===== src/rtl/uart_reg_responder.sv =====
// uart_reg_responder: decodes framed register commands arriving from a UART
// receiver, reads/writes a bank of 8-bit control registers and returns one
// response byte per frame to the UART transmitter.
//   write : 'W' addr data -> 'K'      read : 'R' addr -> reg value
//   unknown opcode or out-of-range address -> '?'
// A frame left idle for kTimeoutCycles cycles is abandoned without a response.
module uart_reg_responder #(
    parameter int kNumRegs       = 16,
    parameter int kTimeoutCycles = 1000000
) (
    input  logic                  clk,
    input  logic                  rst,
    input  logic [7:0]            rx_data,
    input  logic                  rx_valid,
    output logic [7:0]            tx_data,
    output logic                  tx_valid,
    input  logic                  tx_ready,
    output logic [8*kNumRegs-1:0] reg_q,
    output logic                  reg_wr,
    output logic [7:0]            reg_wr_addr,
    output logic                  rx_dropped
);

    localparam int IDX_W = (kNumRegs > 1) ? $clog2(kNumRegs) : 1;
    localparam int CNT_W = $clog2(kTimeoutCycles) + 1;
    localparam logic [CNT_W-1:0] CNT_LAST = CNT_W'(kTimeoutCycles - 1);
    localparam logic [CNT_W-1:0] CNT_ZERO = '0;
    localparam logic [CNT_W-1:0] CNT_ONE  = CNT_W'(1);

    localparam logic [7:0] OP_WR    = 8'h57;
    localparam logic [7:0] OP_RD    = 8'h52;
    localparam logic [7:0] RESP_OK  = 8'h4B;
    localparam logic [7:0] RESP_ERR = 8'h3F;

    typedef enum logic [1:0] {
        IDLE     = 2'd0,
        GET_ADDR = 2'd1,
        GET_DATA = 2'd2,
        SEND     = 2'd3
    } state_t;

    // Full 8-bit address compare: no aliasing of high addresses onto the bank.
    function automatic logic addr_ok(input logic [7:0] a);
        return ({1'b0, a} < 9'(kNumRegs));
    endfunction

    state_t           state_r, state_s;
    logic             is_wr_r, is_wr_s;
    logic [7:0]       addr_r, addr_s;
    logic [7:0]       tx_data_r, tx_data_s;
    logic             tx_valid_r;
    logic [CNT_W-1:0] cnt_r, cnt_s;
    logic             wr_en_s;
    logic             drop_s;
    logic             reg_wr_r;
    logic [7:0]       reg_wr_addr_r;
    logic             rx_dropped_r;
    logic [7:0]       bank_r [kNumRegs];

    // Next-state, response selection, write strobe and idle-timeout counting.
    always_comb begin
        state_s   = state_r;
        is_wr_s   = is_wr_r;
        addr_s    = addr_r;
        tx_data_s = tx_data_r;
        cnt_s     = cnt_r;
        wr_en_s   = 1'b0;
        drop_s    = 1'b0;
        case (state_r)
            IDLE: begin
                cnt_s = CNT_ZERO;
                if (rx_valid) begin
                    if (rx_data == OP_WR) begin
                        is_wr_s = 1'b1;
                        state_s = GET_ADDR;
                    end else if (rx_data == OP_RD) begin
                        is_wr_s = 1'b0;
                        state_s = GET_ADDR;
                    end else begin
                        tx_data_s = RESP_ERR;
                        state_s   = SEND;
                    end
                end else begin
                    state_s = IDLE;
                end
            end
            GET_ADDR: begin
                if (rx_valid) begin
                    // A byte on the timeout edge still wins.
                    addr_s = rx_data;
                    cnt_s  = CNT_ZERO;
                    if (is_wr_r) begin
                        state_s = GET_DATA;
                    end else begin
                        state_s = SEND;
                        if (addr_ok(rx_data)) begin
                            tx_data_s = bank_r[rx_data[IDX_W-1:0]];
                        end else begin
                            tx_data_s = RESP_ERR;
                        end
                    end
                end else if (cnt_r == CNT_LAST) begin
                    cnt_s   = CNT_ZERO;
                    state_s = IDLE;
                end else begin
                    cnt_s = cnt_r + CNT_ONE;
                end
            end
            GET_DATA: begin
                if (rx_valid) begin
                    cnt_s   = CNT_ZERO;
                    state_s = SEND;
                    if (addr_ok(addr_r)) begin
                        wr_en_s   = 1'b1;
                        tx_data_s = RESP_OK;
                    end else begin
                        tx_data_s = RESP_ERR;
                    end
                end else if (cnt_r == CNT_LAST) begin
                    cnt_s   = CNT_ZERO;
                    state_s = IDLE;
                end else begin
                    cnt_s = cnt_r + CNT_ONE;
                end
            end
            SEND: begin
                cnt_s = CNT_ZERO;
                // No backpressure toward the receiver: bytes here are lost.
                if (rx_valid) begin
                    drop_s = 1'b1;
                end else begin
                    drop_s = 1'b0;
                end
                if (tx_ready) begin
                    state_s = IDLE;
                end else begin
                    state_s = SEND;
                end
            end
            default: begin
                cnt_s   = CNT_ZERO;
                state_s = IDLE;
            end
        endcase
    end

    // Control state and registered handshake/status outputs.
    always_ff @(posedge clk or posedge rst) begin
        if (rst) begin
            state_r       <= IDLE;
            is_wr_r       <= 1'b0;
            addr_r        <= 8'h00;
            tx_data_r     <= 8'h00;
            tx_valid_r    <= 1'b0;
            cnt_r         <= CNT_ZERO;
            reg_wr_r      <= 1'b0;
            reg_wr_addr_r <= 8'h00;
            rx_dropped_r  <= 1'b0;
        end else begin
            state_r      <= state_s;
            is_wr_r      <= is_wr_s;
            addr_r       <= addr_s;
            tx_data_r    <= tx_data_s;
            tx_valid_r   <= (state_s == SEND);
            cnt_r        <= cnt_s;
            reg_wr_r     <= wr_en_s;
            rx_dropped_r <= drop_s;
            if (wr_en_s) begin
                reg_wr_addr_r <= addr_r;
            end
        end
    end

    // Register bank storage; written with the final byte of a valid write frame.
    always_ff @(posedge clk or posedge rst) begin
        if (rst) begin
            for (int i = 0; i < kNumRegs; i++) begin
                bank_r[i] <= 8'h00;
            end
        end else if (wr_en_s) begin
            bank_r[addr_r[IDX_W-1:0]] <= rx_data;
        end
    end

    genvar g;
    generate
        for (g = 0; g < kNumRegs; g++) begin : g_flat
            assign reg_q[8*g +: 8] = bank_r[g];
        end
    endgenerate

    assign tx_data     = tx_data_r;
    assign tx_valid    = tx_valid_r;
    assign reg_wr      = reg_wr_r;
    assign reg_wr_addr = reg_wr_addr_r;
    assign rx_dropped  = rx_dropped_r;

endmodule


===== config.mk =====
export PLATFORM = sky130hd
export DESIGN_NAME = uart_reg_responder
export DESIGN_NICKNAME = d
export VERILOG_FILES = /design/src/rtl/uart_reg_responder.sv
export SDC_FILE = /design/constraint.sdc
export NUM_CORES = 1
export LEC_CHECK = 0
export ABC_CLOCK_PERIOD_IN_PS = 6010
export CORE_MARGIN = 2
export CORE_UTILIZATION = 47
export DETAILED_ROUTE_END_ITERATION = 10
export GPL_TIMING_DRIVEN = 0
export PLACE_DENSITY = 0.76
export SKIP_LAST_GASP = 1
export SLEW_MARGIN = 30
export SYNTH_ARGS = -nofsm -noshare
export SYNTH_HDL_FRONTEND = slang
export SYNTH_SLANG_ARGS = --single-unit
export TNS_END_PERCENT = 5

===== constraint.sdc =====
create_clock -name clk -period 6.01 [get_ports clk]
set_clock_uncertainty 0.1 [all_clocks]
set_input_delay 1.202 -clock clk [delete_from_list [all_inputs] [get_ports clk]]
set_output_delay 1.202 -clock clk [all_outputs]
set_load 0.01 [all_outputs]

==> results.cfg, run 1 <==
[finish]
areaGrowthSynthToFinish_pct = 30.60
drive_gt1_share_pct = 29.03
n_fill_cell = 1258
nNetsFinal = 811
antenna_cells = 0
stdcell_area_um2 = 10810

[placed_design]
place_ws_ns = 2.148
hpwl_um = 16990
dpl_cell_area_um2 = 10220
port_buffers = 153
routabilityCongestion = 0.8780

[global_routing]
grt_max_degree = 31
grt-ovfl-total = 0
grt_pass1_vias = 6243
antenna_found_initial = 2
grt_pass1_wl_um = 36450
grt_usage_pct = 26.62

[worst_setup_path]
path_cells = clkdlybuf4s50_1 -> buf_4 -> buf_1 -> clkbuf_1 -> nand3b_1 -> o221ai_1 -> a21oi_1
worstSetupStartpoint = rx_data[0]
r2r_cells = 6
cp_data_required_time_ns = 6.20
worstReg2RegStart = addr_r[7]$_DFFE_PP0P_
slowest_delay_ns = 0.52
critPathKind = input port to flip-flop
critical-path-slowest-cell = clkdlybuf4s50_1
startpoint_type = input port
cp.depth = 7
critPathBufInv = 4
critPathCaptureType = flip-flop
cpLargestDelayFamily = buffers and inverters
path_max_fanout = 10
arrival_ns = 3.67

[floorplan]
die_area_um2 = 18700
row_count = 48
die_width_um = 136.7
fp.coreArea_um2 = 17240
initial_core_util_pct = 48.04
ioPinCount = 159
fp.dieH_um = 136.7

[routing]
drc = 0
wl_per_cell_um = 23.10
ant_nets = 0
drt_first_pass_iters = 5
viasPerCell = 5.691
drt-total-wl_um = 23820
num_vias = 5867
dr.first_iter.drc_count = 377

[synthesis]
yosysWarnings = 0
netlist_area_um2 = 8280
synth.net_count = 633
synth_edf_count = 0
yosysSeqAreaShare_pct = 54.09
synth.distinct_cells = 52
synth_seq_cells = 179
async_reset_ff_share_pct = 100.0
synth_cells = 616
synth_top_flop_cell = dfrtp_1
syn_avg_cell_area_um2 = 13.44

[cts]
cts_resized = 0
post_cts_buffers = 0
cts_tree = yes
clk_pin_slew_ns = 0.06
clock_sinks = 179
numCtsBuffers = 17
cts_root_buffer = clkbuf_16
insertion_delay_ns = 0.43
clock_path_buffers = 2
h-tree-depth = 4
cts_hold_buf = 0

[sta]
timing.fmax_mhz = 287.4
fin_tns_setup_ns = 0
rsz0062_at_grt = no
relSlewSlack_pct = 37.36
min_period_over_period_pct = 57.90
layout_setup_ws_ns = 2.530
final-hold-violation-count = 0
worst_pin_slew_ns = 0.9345
drv_slew = 0
layout_min_cycle_time_ns = 3.480
setup_viol_count_final = 0
hold-worst-slack_ns = 0.3859

[power_and_ir_drop]
power_density_nw_per_um2 = 361.6
clkPwrFrac_pct = 28.7
p_sw_mw = 1.200
p_leak_nw = 4.754
vdd_drop_max_uv = 225.5
comb_power_share_pct = 29.9
seqPwrFrac_pct = 41.4
cell_internal_pwr_mw = 2.710
switching_share_pct = 30.70

[min_path]
hp-start = reg_wr_addr[2]$_DFFE_PP0P_
hp-class = flip-flop to flip-flop
worstHoldPathCells = 2

[outcome]
status = finished clean

[job]
maxCapViolCount = 0
[final cells by class]
| class | count | area (um2) | area share (%) |
|---|---|---|---|
| plain buffers | 35 | 145.1 | 1.342 |
| clock buffers | 20 | 466.7 | 4.316 |
| clock inverters | 11 | 130.1 | 1.203 |
| inverters | 12 | 48.80 | 0.4512 |
| multi-input cells | 390 | 3611 | 33.39 |
| flip-flops and latches | 179 | 4479 | 41.42 |
| well taps | 225 | 281.5 | 2.603 |
| repair buffers | 159 | 1652 | 15.27 |
[Yosys cell counts, types with 2 or more instances]
library cell  instances  area [um2]
dfrtp_1             179        4479
mux2_2              134        1509
nor2_1               38       142.6
mux4_2               26       585.6
nand2_1              24       90.09
clkbuf_1             19       71.32
mux2i_1              17       170.2
xnor2_1              16       140.1
nand3_1              13       65.06
nor2_2               12       75.07
inv_1                11       41.29
and2_1               10       62.56
buf_1                 9       33.78
o22ai_1               9       56.30
nor4_1                6       37.54
a21oi_1               5       25.02
buf_2                 5       25.02
ha_1                  5       62.56
nand2b_1              5       31.28
o21ai_0               5       25.02
or3_1                 5       31.28
a21boi_0              4       30.03
and3_1                4       25.02
nand4_1               4       25.02
nor3_1                4       20.02
xor2_1                4       35.03
nor2b_1               3       18.77
nor3_2                3       30.03
o221a_2               3       33.78
o221ai_1              3       26.28
a31oi_1               2       12.51
buf_4                 2       15.01
mux2_1                2       22.52
nand3_2               2       20.02
nand3b_2              2       22.52
o2111ai_1             2       17.52
o31a_1                2       17.52
or3b_2                2       17.52
or4_1                 2       15.01
[tightest hold or removal path, cell delays in order (launching register included)]
cell     delay, ns
dfrtp_1       0.34
nand2_1       0.06
nand2_1       0.06
[power by group through the flow]
stage | combinational [mW] | sequential [mW] | clock (mW)
2_1_floorplan | 0.543 | 1.67 | 0
3_3_place_gp | 1.12 | 1.62 | 0
3_5_place_dp | 1.16 | 1.64 | 0
4_1_cts | 1.17 | 1.62 | 1.13
5_1_grt | 1.24 | 1.64 | 1.19
6_report | 1.17 | 1.62 | 1.12
[flip-flops by register name (all words and copies together), names as in the netlist]
| signal | count |
|---|---|
| cnt_r | 21 |
| reg_q | 128 |
| tx_valid | 1 |
| addr_r | 8 |
| tx_data | 8 |
| rx_dropped | 1 |
| state_r | 2 |
| reg_wr_addr | 8 |
| is_wr_r | 1 |
| reg_wr | 1 |
[cells in the final DEF, fill, tap and decap left out, types with 3 or more instances in the layout]
cell type        netlist  routed
a21boi_0               4       4
a21oi_1                5       5
and2_1                10      10
and3_1                 4       4
buf_1                  9       9
buf_12                 0       6
buf_2                  5       5
clkbuf_1              19      19
clkbuf_16              0      17
clkbuf_8               0       3
clkdlybuf4s50_1        0     153
clkinv_4               0       4
clkinvlp_4             0       5
dfrtp_1              179     179
ha_1                   5       5
inv_1                 11      10
mux2_2               134     134
mux2i_1               17      17
mux4_2                26      26
nand2_1               24      24
nand2b_1               5       5
nand3_1               13      13
nand4_1                4       4
nor2_1                38      38
nor2_2                12      12
nor2b_1                3       3
nor3_1                 4       4
nor3_2                 3       3
nor4_1                 6       6
o21ai_0                5       5
o221a_2                3       3
o221ai_1               3       3
o22ai_1                9       9
or3_1                  5       5
xnor2_1               16      16
xor2_1                 4       4
[final timing paths]
check                                             end  slack (ns)
min in group asynchronous  reg_wr_addr[5]$_DFFE_PP0P_        0.98
min reg2reg                reg_wr_addr[2]$_DFFE_PP0P_        0.39
max in group asynchronous       addr_r[7]$_DFFE_PP0P_        3.94
max reg2reg                     reg_q[26]$_DFFE_PP0P_        3.06
max                            tx_data[5]$_DFFE_PP0P_        2.53
min                        reg_wr_addr[2]$_DFFE_PP0P_        0.39
[per-stage QoR]
stage | util (%) | std cells | power, mW
after CTS | 62.74 | 1031 | 3.917
after global routing | 62.74 | 1031 | 4.077
after detailed placement | 59.28 | 1000 | 2.794
final | 62.74 | 1031 | 3.910
after floorplan | - | 616 | 2.211
after global placement | 58.58 | 994 | 2.745
[per-layer routing]
| metal | GRT usage (%) | wire (um) | vias up |
|---|---|---|---|
| met5 | 0 | 27 | - |
| met4 | 7.234 | 382 | 4 |
| met3 | 8.148 | 1925 | 31 |
| met2 | 41.81 | 11390 | 240 |
| met1 | 36.06 | 10090 | 3019 |
| li1 | - | - | 2573 |
[cells by family (layout without fill, tap and decap cells)]
group                    after synthesis  count (layout)  synth area share [%]
adder cells (fa/ha/maj)                5               5                0.7555
multiplexers                         179             179                 27.62
AO/OA/AOI/OAI                         39              39                 3.385
buffers and inverters                 47             237                 2.297
flip-flops                           179             179                 54.09
XOR/XNOR                              20              20                 2.115
AND/OR/NAND/NOR                      147             147                 9.731
(Power assumes the default switching activity.)
==> run 2: changes to the inputs <==
Settings changed: ABC_CLOCK_PERIOD_IN_PS 6010 to 3400, CORE_UTILIZATION 47 to 52, PLACE_DENSITY 0.76 to 0.8.
Clock period 6.01 ns to 3.4 ns, I/O delays scaled along.
==> run 2 against run 1 <==
Compared with the run above:
- via count grew 1.5%
- register-to-register slack lost 2.5 ns
- combinational power increased by 78%
- routed wire length fell by 1.9%
- non-clock buffer count unchanged
- core utilization grew 6.1 points
- worst setup slack worse by 2.2 ns
- total power rose by 76%
- global-route usage grew 2.5 points
- first-iteration DRC count grew 14%
- design area hardly changed
- critical endpoint unchanged
==> results.cfg, run 2 (synthesized netlist as in run 1, its figures left out) <==
[finish]
n_fill_cell = 1088
final_cell_mix = dfrtp_1 (179), clkdlybuf4s50_1 (153), mux2_2 (134)
antenna_cells = 0
nNetsFinal = 811
largest_register_ffs = 128
areaGrowthSynthToFinish_pct = 30.64
drive_gt1_share_pct = 29.12
layout_commonest_cell = dfrtp_1

[sta]
hold-worst-slack_ns = 0.3899
setup_viol_count_final = 0
final-hold-violation-count = 0
rsz0062_at_grt = no
layout_setup_ws_ns = 0.3387
timing.fmax_mhz = 326.7
relSlewSlack_pct = 40.92
min_period_over_period_pct = 90.04
drv_slew = 0
layout_min_cycle_time_ns = 3.061
worst_pin_slew_ns = 0.8814

[global_routing]
grt_max_degree = 32
grt_pass1_vias = 6371
use_met2_pct = 48.08
top_usage_layer = met2
grt.met3_usage_pct = 8.733
grt_pass1_wl_um = 36200
grt_usage_pct = 29.10
antenna_found_initial = 0
grt-ovfl-total = 0
globalRouteMet1Util_pct = 36.97

[routing]
drt_first_pass_iters = 5
drt-total-wl_um = 23370
wl_per_cell_um = 22.85
viasPerCell = 5.823
num_vias = 5957
dr.first_iter.drc_count = 431
drc = 0
ant_nets = 0

[cts]
cts_hold_buf = 0
post_cts_buffers = 0
insertion_delay_ns = 0.44
cts_resized = 0
cts_root_buffer = clkbuf_16
clk_pin_slew_ns = 0.07
cts_tree = yes
clock_path_buffers = 2
clock_sinks = 179
numCtsBuffers = 17
h-tree-depth = 4

[worst_setup_path]
slowest_delay_ns = 0.53
critPathCaptureType = flip-flop
critical-path-slowest-cell = clkdlybuf4s50_1
worstReg2RegStart = addr_r[7]$_DFFE_PP0P_
rrSetupSlack_ns = 0.52
cp.depth = 7
critPathBufInv = 4
startpoint_type = input port
timing.rr.end = reg_q[38]$_DFFE_PP0P_
path_cells = clkdlybuf4s50_1 -> buf_4 -> buf_1 -> clkbuf_1 -> nand3b_1 -> o221ai_1 -> a21oi_1
path_max_fanout = 10
arrival_ns = 3.27
cp_data_required_time_ns = 3.61
cpLargestDelayFamily = buffers and inverters
r2r_cells = 6
critPathKind = input port to flip-flop

[job]
maxCapViolCount = 0

[min_path]
worstHoldPathCells = 1
hp-start = reg_wr_addr[4]$_DFFE_PP0P_
worstHoldEndpoint = reg_wr_addr[4]$_DFFE_PP0P_
hp-class = flip-flop to flip-flop

[power_and_ir_drop]
vdd_drop_max_uv = 453.2
power_density_nw_per_um2 = 637.9
p_leak_nw = 4.768

[outcome]
status = finished clean

[floorplan]
ioPinCount = 159
initial_core_util_pct = 52.70
fp.dieH_um = 130.2
die_area_um2 = 16950
die_width_um = 130.2
fp.coreArea_um2 = 15710
row_count = 46

[placed_design]
port_buffers = 153
hpwl_um = 16940
place_ws_ns = 0.04738
routabilityCongestion = 0.8788
run 2: cell types whose count changed in the layout (fill, tap and decap cells not counted), sizes merged:
cell      before  now
clkbuf        39   37
inv           11   20
clkinv         5    3
bufinv         2    0
clkinvlp       5    3
run 2: layout make-up:
class	instances	area, um2	share of cell area [%]
multi-input combinational	390	3611	33.38
sequential	179	4479	41.41
buffer	35	145.1	1.342
timing repair buffer	159	1667	15.41
tap	216	270.3	2.498
clock buffer	18	439.2	4.060
clock inverter	14	157.7	1.457
inverter	12	48.80	0.4511
run 2: where the power goes:
group | total (mW) | switching (mW) | internal (mW)
registers | 2.86 | 0.336 | 2.52
clock network | 1.97 | 0.957 | 1.01
logic | 2.08 | 0.948 | 1.13
total | 6.90 | 2.24 | 4.66
run 2: stage by stage:
step           utilization, %  cell area (um2)  cells  power, mW  setup TNS (ns)
6_report                68.85            10820   1023      6.901               0
5_1_grt                 68.85            10820   1023      7.209               0
4_1_cts                 68.85            10820   1023      6.919               0
3_5_place_dp            65.05            10220    991      4.945               0
3_3_place_gp            64.19            10090    985      4.855         -167.31
2_1_floorplan               -             8284    616      3.909               0
run 2: worst reg2reg max path, stage by stage, from the launching register on:
cell	delay, ns
dfrtp_1	0.40
nor4_2	0.46
nand3_2	0.26
inv_2	0.21
nand3b_2	0.21
nor3_2	0.72
mux2_2	0.42
run 2: layer usage:
layer  share of wire (%)  vias up
met5                   0        -
met4                 2.3        0
met3                 8.5       37
met2                  49      259
met1                  40     3076
li1                    -     2585
run 2: how the worst max path moves through the flow:
stage | startpoint | endpoint | slack [ns]
final | rx_data[0] | tx_data[5]$_DFFE_PP0P_ | 0.34
after global routing | rx_data[0] | tx_data[5]$_DFFE_PP0P_ | 0.24
after CTS | rx_data[0] | tx_data[5]$_DFFE_PP0P_ | 0.44
after detailed placement | rx_data[0] | tx_data[5]$_DFFE_PP0P_ | 0.05
after global placement | rst | reg_q[20]$_DFFE_PP0P_ | -0.95
after floorplan | rst | addr_r[0]$_DFFE_PP0P_ | 0.33
==> run 3: changes to the inputs <==
Settings changed: ABC_CLOCK_PERIOD_IN_PS 3400 to 3540, CORE_UTILIZATION 52 to 56, CTS_CLUSTER_DIAMETER set to 200, PLACE_DENSITY 0.8 to 0.85.
Clock period 3.4 ns to 3.54 ns, I/O delays scaled along.
==> run 3 against run 2 <==
Compared with the run above:
- sequential cell count stayed put
- register-to-register slack better by 0.07 ns
- first-iteration DRC count is 1.6% higher
- count of clock-buffer cells in the layout stayed put
- design area is 0.52% lower
- routed wire length is 0.47% higher
- critical path type is now flip-flop to flip-flop
- largest cell class unchanged
- largest power group unchanged
==> results.cfg, run 3 (synthesized netlist as in run 1, its figures left out) <==
[routing]
drc = 0
wl_per_cell_um = 23.70
dr.first_iter.drc_count = 438
num_vias = 6092
drt-total-wl_um = 23480
ant_nets = 0
drt_first_pass_iters = 5
viasPerCell = 6.147

[cts]
h-tree-depth = 4
cts_tree = yes
cts_root_buffer = clkbuf_16
numCtsBuffers = 17
cts_hold_buf = 0
insertion_delay_ns = 0.44
clk_pin_slew_ns = 0.07
cts_resized = 0
post_cts_buffers = 0
clock_sinks = 179
clock_path_buffers = 2

[finish]
fin_cells = 991
stdcell_area_um2 = 10760
antenna_cells = 0
nNetsFinal = 811
final_cell_mix = dfrtp_1 (179), clkdlybuf4s50_1 (153), mux2_2 (134)
drive_gt1_share_pct = 29.12
areaGrowthSynthToFinish_pct = 29.96
layout_commonest_cell = dfrtp_1
largest_register_ffs = 128

[power_and_ir_drop]
vdd_drop_max_uv = 449.9
power_density_nw_per_um2 = 614.9
p_leak_nw = 4.764

[global_routing]
grt_max_degree = 32
antenna_found_initial = 0
grt_pass1_wl_um = 37000
grt-ovfl-total = 0
grt_pass1_vias = 6613
grt_usage_pct = 30.65

[worst_setup_path]
arrival_ns = 3.18
cp_data_required_time_ns = 3.77
path_max_fanout = 10
startpoint_type = flip-flop
worstSetupStartpoint = addr_r[7]$_DFFE_PP0P_
critPathCaptureType = flip-flop
worstReg2RegStart = addr_r[7]$_DFFE_PP0P_
critPathKind = flip-flop to flip-flop

[placed_design]
hpwl_um = 16750
dpl_cell_area_um2 = 10180
routabilityCongestion = 0.8792
dp.cells = 959
port_buffers = 153

[sta]
worst_pin_slew_ns = 1.017
layout_min_cycle_time_ns = 2.955
rsz0062_at_grt = no
min_period_over_period_pct = 83.46
relSlewSlack_pct = 31.81
timing.fmax_mhz = 338.5
setup_viol_count_final = 0
final-hold-violation-count = 0
hold-worst-slack_ns = 0.3869
drv_slew = 0

[job]
maxCapViolCount = 0

[floorplan]
fp.coreArea_um2 = 14480
initial_core_util_pct = 57.19
die_area_um2 = 15780
fp.dieH_um = 125.6
ioPinCount = 159
die_width_um = 125.6
row_count = 44

[min_path]
hp-class = flip-flop to flip-flop
hp-start = reg_wr_addr[4]$_DFFE_PP0P_

[outcome]
status = finished clean
[run 3: final cells by class]
class,instances,area (um2)
Buffer,35,145.1
Clock buffer,18,439.2
Clock inverter,14,141.4
Fill cell,932,3717
Inverter,12,48.80
Multi-Input combinational cell,390,3611
Sequential cell,179,4479
Tap cell,184,230.2
Timing Repair Buffer,159,1667
[run 3: layer usage]
metal | up-vias | track usage [%] | wire (um)
met5 | - | 0 | 0
met1 | 3135 | 37.61 | 8951
met3 | 72 | 9.884 | 1864
li1 | 2590 | - | -
met4 | 0 | 12.42 | 775
met2 | 295 | 50.52 | 11890
[run 3: per-stage QoR]
| step | setup WS [ns] | setup TNS [ns] | util, % | total power [mW] |
|---|---|---|---|---|
| 2_1_floorplan | 0.4374 | 0 | - | 3.754 |
| 3_3_place_gp | -0.8099 | -142.40 | 69.38 | 4.640 |
| 3_5_place_dp | 0.2280 | 0 | 70.32 | 4.741 |
| 4_1_cts | 0.6212 | 0 | 74.33 | 6.611 |
| 5_1_grt | 0.4537 | 0 | 74.33 | 6.877 |
| 6_report | 0.5855 | 0 | 74.33 | 6.618 |
[run 3: path summary, 6_finish.rpt]
kind | endpoint | slack [ns] | cells past startpoint
setup / recovery | reg_q[38]$_DFFE_PP0P_ | 0.59 | 6
hold / removal | reg_wr_addr[4]$_DFFE_PP0P_ | 0.39 | 1
setup reg to reg | reg_q[38]$_DFFE_PP0P_ | 0.59 | 6
hold reg to reg | reg_wr_addr[4]$_DFFE_PP0P_ | 0.39 | 1
max in group asynchronous | reg_q[54]$_DFFE_PP0P_ | 1.75 | 5
min in group asynchronous | reg_q[72]$_DFFE_PP0P_ | 0.60 | 2
[run 3: worst max-delay path, cell delays in order, from the launching register on]
cell and delay (ns):
dfrtp_1 0.40, nor4_2 0.46, nand3_2 0.27, inv_2 0.22
nand3b_2 0.17, nor3_2 0.80, mux2_2 0.43
[run 3: report_power, final]
group	switching [mW]	leakage (nW)	internal, mW
Sequential	0.322	2.44	2.42
Combinational	0.909	2.04	1.08
Clock	0.870	0.283	1.01
Total	2.10	4.76	4.52
